### src/rtl/ref_sched.sv
// Refresh scheduler: interval timer plus a credit counter of outstanding
// AUTO REFRESH commands, handed to the command arbiter via ref_req/ref_ack.
module ref_sched #(
  parameter int TREFI_CYC = 780,
  parameter int CNT_W     = 10,
  parameter int MAX_PEND  = 8,
  parameter int PEND_W    = 4,
  parameter int URGENT_TH = 6,
  parameter int LAZY_TH   = 1
) (
  input  logic              clk,
  input  logic              soft_rst,
  input  logic              rt_en,
  input  logic              ctrl_idle,
  input  logic              ref_ack,
  input  logic              ovf_clr,
  output logic              ref_req,
  output logic              ref_urgent,
  output logic [PEND_W-1:0] pend_cnt,
  output logic              ref_ovf
);

  localparam logic [CNT_W-1:0]  CNT_LAST = CNT_W'(TREFI_CYC - 1);
  localparam logic [PEND_W-1:0] PEND_MAX = PEND_W'(MAX_PEND);
  localparam logic [PEND_W-1:0] LAZY_LVL = PEND_W'(LAZY_TH);
  localparam logic [PEND_W-1:0] URG_LVL  = PEND_W'(URGENT_TH);

  logic [CNT_W-1:0]  cnt;
  logic [PEND_W-1:0] pend_next;
  logic              tick;
  logic              acc;
  logic              lost;

  always_comb begin
    // NOTE: every signal gets a default first so no path can infer a latch.
    lost      = 1'b0;
    pend_next = pend_cnt;
    tick      = rt_en && (cnt == CNT_LAST);
    // Only an ack against a request we are actually showing earns a credit back.
    acc       = rt_en && ref_ack && ref_req;
    if (tick && !acc) begin
      if (pend_cnt == PEND_MAX) lost = 1'b1;
      else                      pend_next = pend_cnt + 1'b1;
    end else if (acc && !tick) begin
      pend_next = pend_cnt - 1'b1;
    end
  end

  // NOTE: non-blocking assignments keep every register sampling pre-edge values.
  always_ff @(posedge clk) begin
    if (soft_rst) begin
      cnt        <= '0;
      pend_cnt   <= '0;
      ref_req    <= 1'b0;
      ref_urgent <= 1'b0;
      ref_ovf    <= 1'b0;
    end else begin
      if (!rt_en) begin
        cnt        <= '0;
        pend_cnt   <= '0;
        ref_req    <= 1'b0;
        ref_urgent <= 1'b0;
      end else begin
        cnt        <= tick ? '0 : cnt + 1'b1;
        pend_cnt   <= pend_next;
        ref_req    <= (pend_next >= LAZY_LVL) || (ctrl_idle && (pend_next != '0));
        ref_urgent <= (pend_next >= URG_LVL);
      end
      // A lost tick in the same cycle beats the clear request.
      if (lost)         ref_ovf <= 1'b1;
      else if (ovf_clr) ref_ovf <= 1'b0;
    end
  end

endmodule

### config.mk
export PLATFORM = sky130hd
export DESIGN_NAME = ref_sched
export DESIGN_NICKNAME = d
export VERILOG_FILES = /design/src/rtl/ref_sched.sv
export SDC_FILE = /design/constraint.sdc
export NUM_CORES = 1
export LEC_CHECK = 0
export BUFFER_PORTS_ARGS = -buffer_cell sky130_fd_sc_hd__buf_2
export CAP_MARGIN = 5
export CELL_PAD_IN_SITES_DETAIL_PLACEMENT = 1
export CELL_PAD_IN_SITES_GLOBAL_PLACEMENT = 1
export CORE_ASPECT_RATIO = 1.4
export CORE_MARGIN = 5
export CORE_UTILIZATION = 40
export CTS_BUF_LIST = sky130_fd_sc_hd__clkbuf_8 sky130_fd_sc_hd__clkbuf_16
export DETAILED_ROUTE_END_ITERATION = 10
export GPL_TIMING_DRIVEN = 0
export PLACE_DENSITY_LB_ADDON = 0.12
export SYNTH_ARGS = -nofsm -noshare
export SYNTH_HDL_FRONTEND = slang
export SYNTH_SLANG_ARGS = --single-unit
### constraint.sdc
create_clock -name clk -period 2.6 [get_ports clk]
set_input_delay 0.26 -clock clk [delete_from_list [all_inputs] [get_ports clk]]
set_output_delay 0.26 -clock clk [all_outputs]
set_load 0.01 [all_outputs]
# Word level (Yosys, flattened, before mapping)
# Index checks and enable logic that the tools add are counted.
# totals
in_bits,6
wordCells,33
out_inout_bits,7
regBits,17
# classes
eq_ne,2
bitwise_logic,1
n_reduce_logical,13
n_mux,7
magnitude_cmp,2
addsub,3
# op_table
op,count
$mux W4,3
$add A10 B1 Y10 const B,1
$eq A10 B10 Y1 const B,1
$logic_and A1 B1 Y1,6
$add A4 B1 Y4 const B,1
$eq A4 B4 Y1 const B,1
$ge A4 B1 Y1 const B,1
$ge A4 B3 Y1 const B,1
$mux W1,4
$reduce_bool A4 Y1,1
$sub A4 B1 Y4 const B,1
$reduce_or A3 Y1,1
$logic_not A1 Y1,2
$reduce_bool A2 Y1,1
$reduce_or A2 Y1,1
$logic_or A1 B1 Y1,1
$not A1 Y1,1

# Logic depth before layout (Yosys ltp)
# logic_depth
depth_word,9
ltp_mapped,8
ltp_nobuf,7

# Worst setup path after synthesis
# No wires, ideal clock.
# synth_path
path_type,register to register
start,reg cnt[2]
end,reg ref_req
slack_ns,0.569
period_less_slack_ns,2.031
stages_incl_launch_ff,8
arrival_ns,1.910
t_required_ns,2.479
setup_ns,0.121
n_path_buf,1
cell_sequence,dfxtp_1 > or4b_4 > or3_1 > buf_2 > a21oi_1 > a22oi_4 > nor4_1 > nor2_1
# synth_between
elab_chain_len,9
word_cells_on_any_way,11
classes_between,order compare: 1; eq/ne: 1; mux: 2; reduce/logical: 7
# synth_rtl
item,line,source
start: declaration,28,logic [CNT_W-1:0] cnt;
start signal: assignment,64,cnt <= tick ? '0 : cnt + 1'b1;
$eq A10 B10 Y1 (*),38,tick = rt_en && (cnt == CNT_LAST);
$logic_and A1 B1 Y1 (*),38,
$logic_not A1 Y1,44,end else if (acc && !tick) begin
$logic_and A1 B1 Y1,44,
$mux W4,44,
$mux W4 (*),41,if (tick && !acc) begin
branches (longest 2 deep; another with $ge A4 B1 Y1),-,
$logic_or A1 B1 Y1 (*),66,ref_req <= (pend_next >= LAZY_LVL) || (ctrl_idle && (pend_next != '0));
end signal: assignment,66,
end: declaration,17,"output logic ref_req,"
# Every way passes the cells marked *.
# A chain may end at the register's enable or synchronous reset.

# Worst setup path in the final report
# Ends and elaborated chain as after synthesis.

==> impl_metrics.csv <==
group,metric,value,unit
status,outcome,"finished, final reports clean",
finish,n_antenna_cell,0,
route,drt_iter0_markers,4,
power,power.total,463,µW
critical_path,slowest_delay,0.56,ns
global_route,grtUsageTotal,0.125,
timing,fin_crit,2.25,ns
clock_network,cts_setup_buffers,0,
power,p_leak,0.000384,µW
timing,drv_slew,0,
logic_synthesis,synth.avg_cell_area,8.81,µm²
critical_path,crit_end,"ref_req",
die,die_area,0.00312,mm²
timing,setup_viol,0,
placed_design,io_buffer_count,11,
clock_network,post_cts_resized,0,
logic_synthesis,synth_nets,104,
critical_path,cp_max_fo,5,
critical_path,critical_path.top_delay_family,"simple AND/OR/NAND/NOR gates",
logic_synthesis,synth-main-ff-cell,"dfxtp_1",
critical_path,end_kind,"flop",
route,avgRoutedWirePerCell,13.4,µm
die,die_x,48.7,µm
route,dr.pass1.iters,3,
logic_synthesis,yosysSeqAreaShare,0.407,
route,drt-total-wl,1750,µm
critical_path,criticalPathCategory,"flop to flop",
critical_path,cp.arrival,2.38,ns
logic_synthesis,synth.largest_area_cell,"dfxtp_1",
finish,seqCellArea,340,µm²
critical_path,reg2reg_depth,7,
clock_network,path_clk_slew,0.06,ns
clock_network,cts_buffers,3,
finish,finalNetCount,120,
placed_design,preCtsSetupSlack,0.310,ns
timing,rsz0062_at_grt,"false",
timing,max_freq,445,MHz
logic_synthesis,async_reset_ff_frac,0,
critical_path,rrSetupSlack,0.35,ns
global_route,antenna_found_initial,0,
power,powerDensity,481,mW/mm²
global_route,gr-total-overflow,0,
logic_synthesis,netlist.area_leader.share,0.407,
die,floorplan.rows,19,
critical_path,path_depth,7,
logic_synthesis,synth_area_leaders,"dfxtp_1 (41%), nor2_1 (7.2%), xor2_1 (6.3%)",
timing,finalHoldViolCount,0,
clock_network,cts.htree.levels,1,
clock_network,cts_hold_buf,0,
critical_path,crit_chain,"or4b_4 -> or3_1 -> buf_2 -> a21oi_1 -> a22oi_4 -> nor4_1 -> nor2_1",
finish,final_core_util,0.488,
die,core,0.00197,mm²
timing,period_share,0.865,
global_route,grt_max_degree,11,
finish,drive_gt1_frac,0.164,
critical_path,startpoint,"cnt[2]",
global_route,grt_pass1_wl,3070,µm
placed_design,dp_hpwl,1420,µm
clock_network,worstSkewPairLatency,0.25,ns
global_route,grt_pass1_vias,736,
timing,worst_slew_pin_slew,0.493,ns
logic_synthesis,synth_cell_types,26,
finish,multi_input_area,469,µm²
power,max-vdd-ir-drop,0.317,mV
route,drc,0,
clock_network,clock_path_buffers,2,
min_path,hold_path.class,"input port to flop",
timing,clock_skew,0.00149,ns
critical_path,worstSetupStartpointType,"flop",
logic_synthesis,synthTopCellsByCount,"dfxtp_1 (17), nor2_1 (16), nand3_1 (7)",
clock_network,cts_tree,"yes",
route,vias,680,
logic_synthesis,synthesis.area,837,µm²
finish,area_delta_synth_final,15.1,%
logic_synthesis,synth_most_common_cell,"dfxtp_1",
logic_synthesis,netlist_instances,95,
timing,max-slew-margin-rel,0.668,
finish,fill_cells,253,
clock_network,cts.sinks,17,
critical_path,critPathSlowestCell,"or4b_4",
critical_path,cp.required,2.73,ns
clock_network,ctsRootBufferMaster,"clkbuf_8",
timing,timing.hold.ws,0.169,ns
die,start_util,0.424,
flow_run,cap_violations,0,
logic_synthesis,yosysWarnings,0,
logic_synthesis,synth-edff-count,0,
critical_path,timing.rr.start,"cnt[2]",
critical_path,path_buf_inv,1,
die,ioPinCount,13,
timing,tns,0,ns
logic_synthesis,ys_ff_latch,17,
critical_path,timing.rr.end,"ref_req",
placed_design,gp_congestion,0.791,
route,ant_nets,0,
route,viasPerCell,5.19,
die,die_h,64.1,µm
timing,worst_slack,0.350,ns
power breakdown:
part | switching, µW | internal, µW
logic | 6.63 | 4.54
registers | 1.24 | 262
clock network | 84.4 | 105
total | 92.3 | 371
cell usage in the layout, fill, tap and decap left out, types with 3 or more instances in the layout:
master | netlist | routed
nor2b_1 | 5 | 5
ha_1 | 3 | 3
nand2_1 | 3 | 3
nand3_1 | 7 | 7
dfxtp_1 | 17 | 17
buf_2 | 1 | 12
a21oi_1 | 6 | 6
nor2_1 | 16 | 16
xor2_1 | 6 | 6
nand2b_1 | 3 | 3
clkbuf_8 | 0 | 3
inv_1 | 4 | 5
nand4_1 | 3 | 3
xnor2_1 | 4 | 4
layer usage:
layer  track usage  vias up  routed length, µm
met5             0        -                  0
met4        0.0909        0                 41
met3        0.0302        4                 62
met2         0.230        8                972
met1         0.117      318                676
li1              -      350                  -
registers in the layout, indices dropped and copies added, names as in the netlist:
| name | cells |
|---|---|
| ref_urgent | 1 |
| cnt | 10 |
| pend_cnt | 4 |
| ref_req | 1 |
| ref_ovf | 1 |
how the worst min path moves through the flow:
stage                        start  cells after the start      end  slack [ns]
after floorplan           soft_rst                      1  ref_ovf        0.33
after global placement    soft_rst                      2  ref_ovf        0.43
after detailed placement  soft_rst                      2  ref_ovf        0.43
after CTS                 soft_rst                      2  ref_ovf        0.16
after global routing      soft_rst                      2  ref_ovf        0.16
final                     soft_rst                      2  ref_ovf        0.17
kinds of logic (layout without fill, tap and decap cells):
logic type               Yosys count  count (layout)  share of synthesized area
AO/OA/AOI/OAI                     10              10                     0.0867
XOR/XNOR                          10              10                      0.105
adder cells (fa/ha/maj)            3               3                     0.0448
buffers and inverters              7              22                     0.0329
flip-flops                        17              17                      0.407
multiplexers                       3               3                     0.0418
AND/OR/NAND/NOR                   45              45                      0.283
layout make-up:
type,instances,share of cell area
Clock buffer,3,0.0429
Timing Repair Buffer,11,0.0571
Buffer,3,0.0130
Clock inverter,1,0.00390
Inverter,4,0.0156
Multi-Input combinational cell,71,0.487
Tap cell,21,0.0273
Sequential cell,17,0.353
worst reg2reg max path, stage by stage (launching register included):
cell and delay [ns]:
dfxtp_1 0.36, or4b_4 0.56, or3_1 0.31, buf_2 0.17
a21oi_1 0.24, a22oi_4 0.10, nor4_1 0.34, nor2_1 0.07
metrics by stage:
step / instances / cell area [µm²]
after floorplan: 95 / 837
after global placement: 127 / 918
after detailed placement: 127 / 918
after CTS: 131 / 963
after global routing: 131 / 963
final: 131 / 963
No activity file was read; power rests on OpenSTA's default activity.
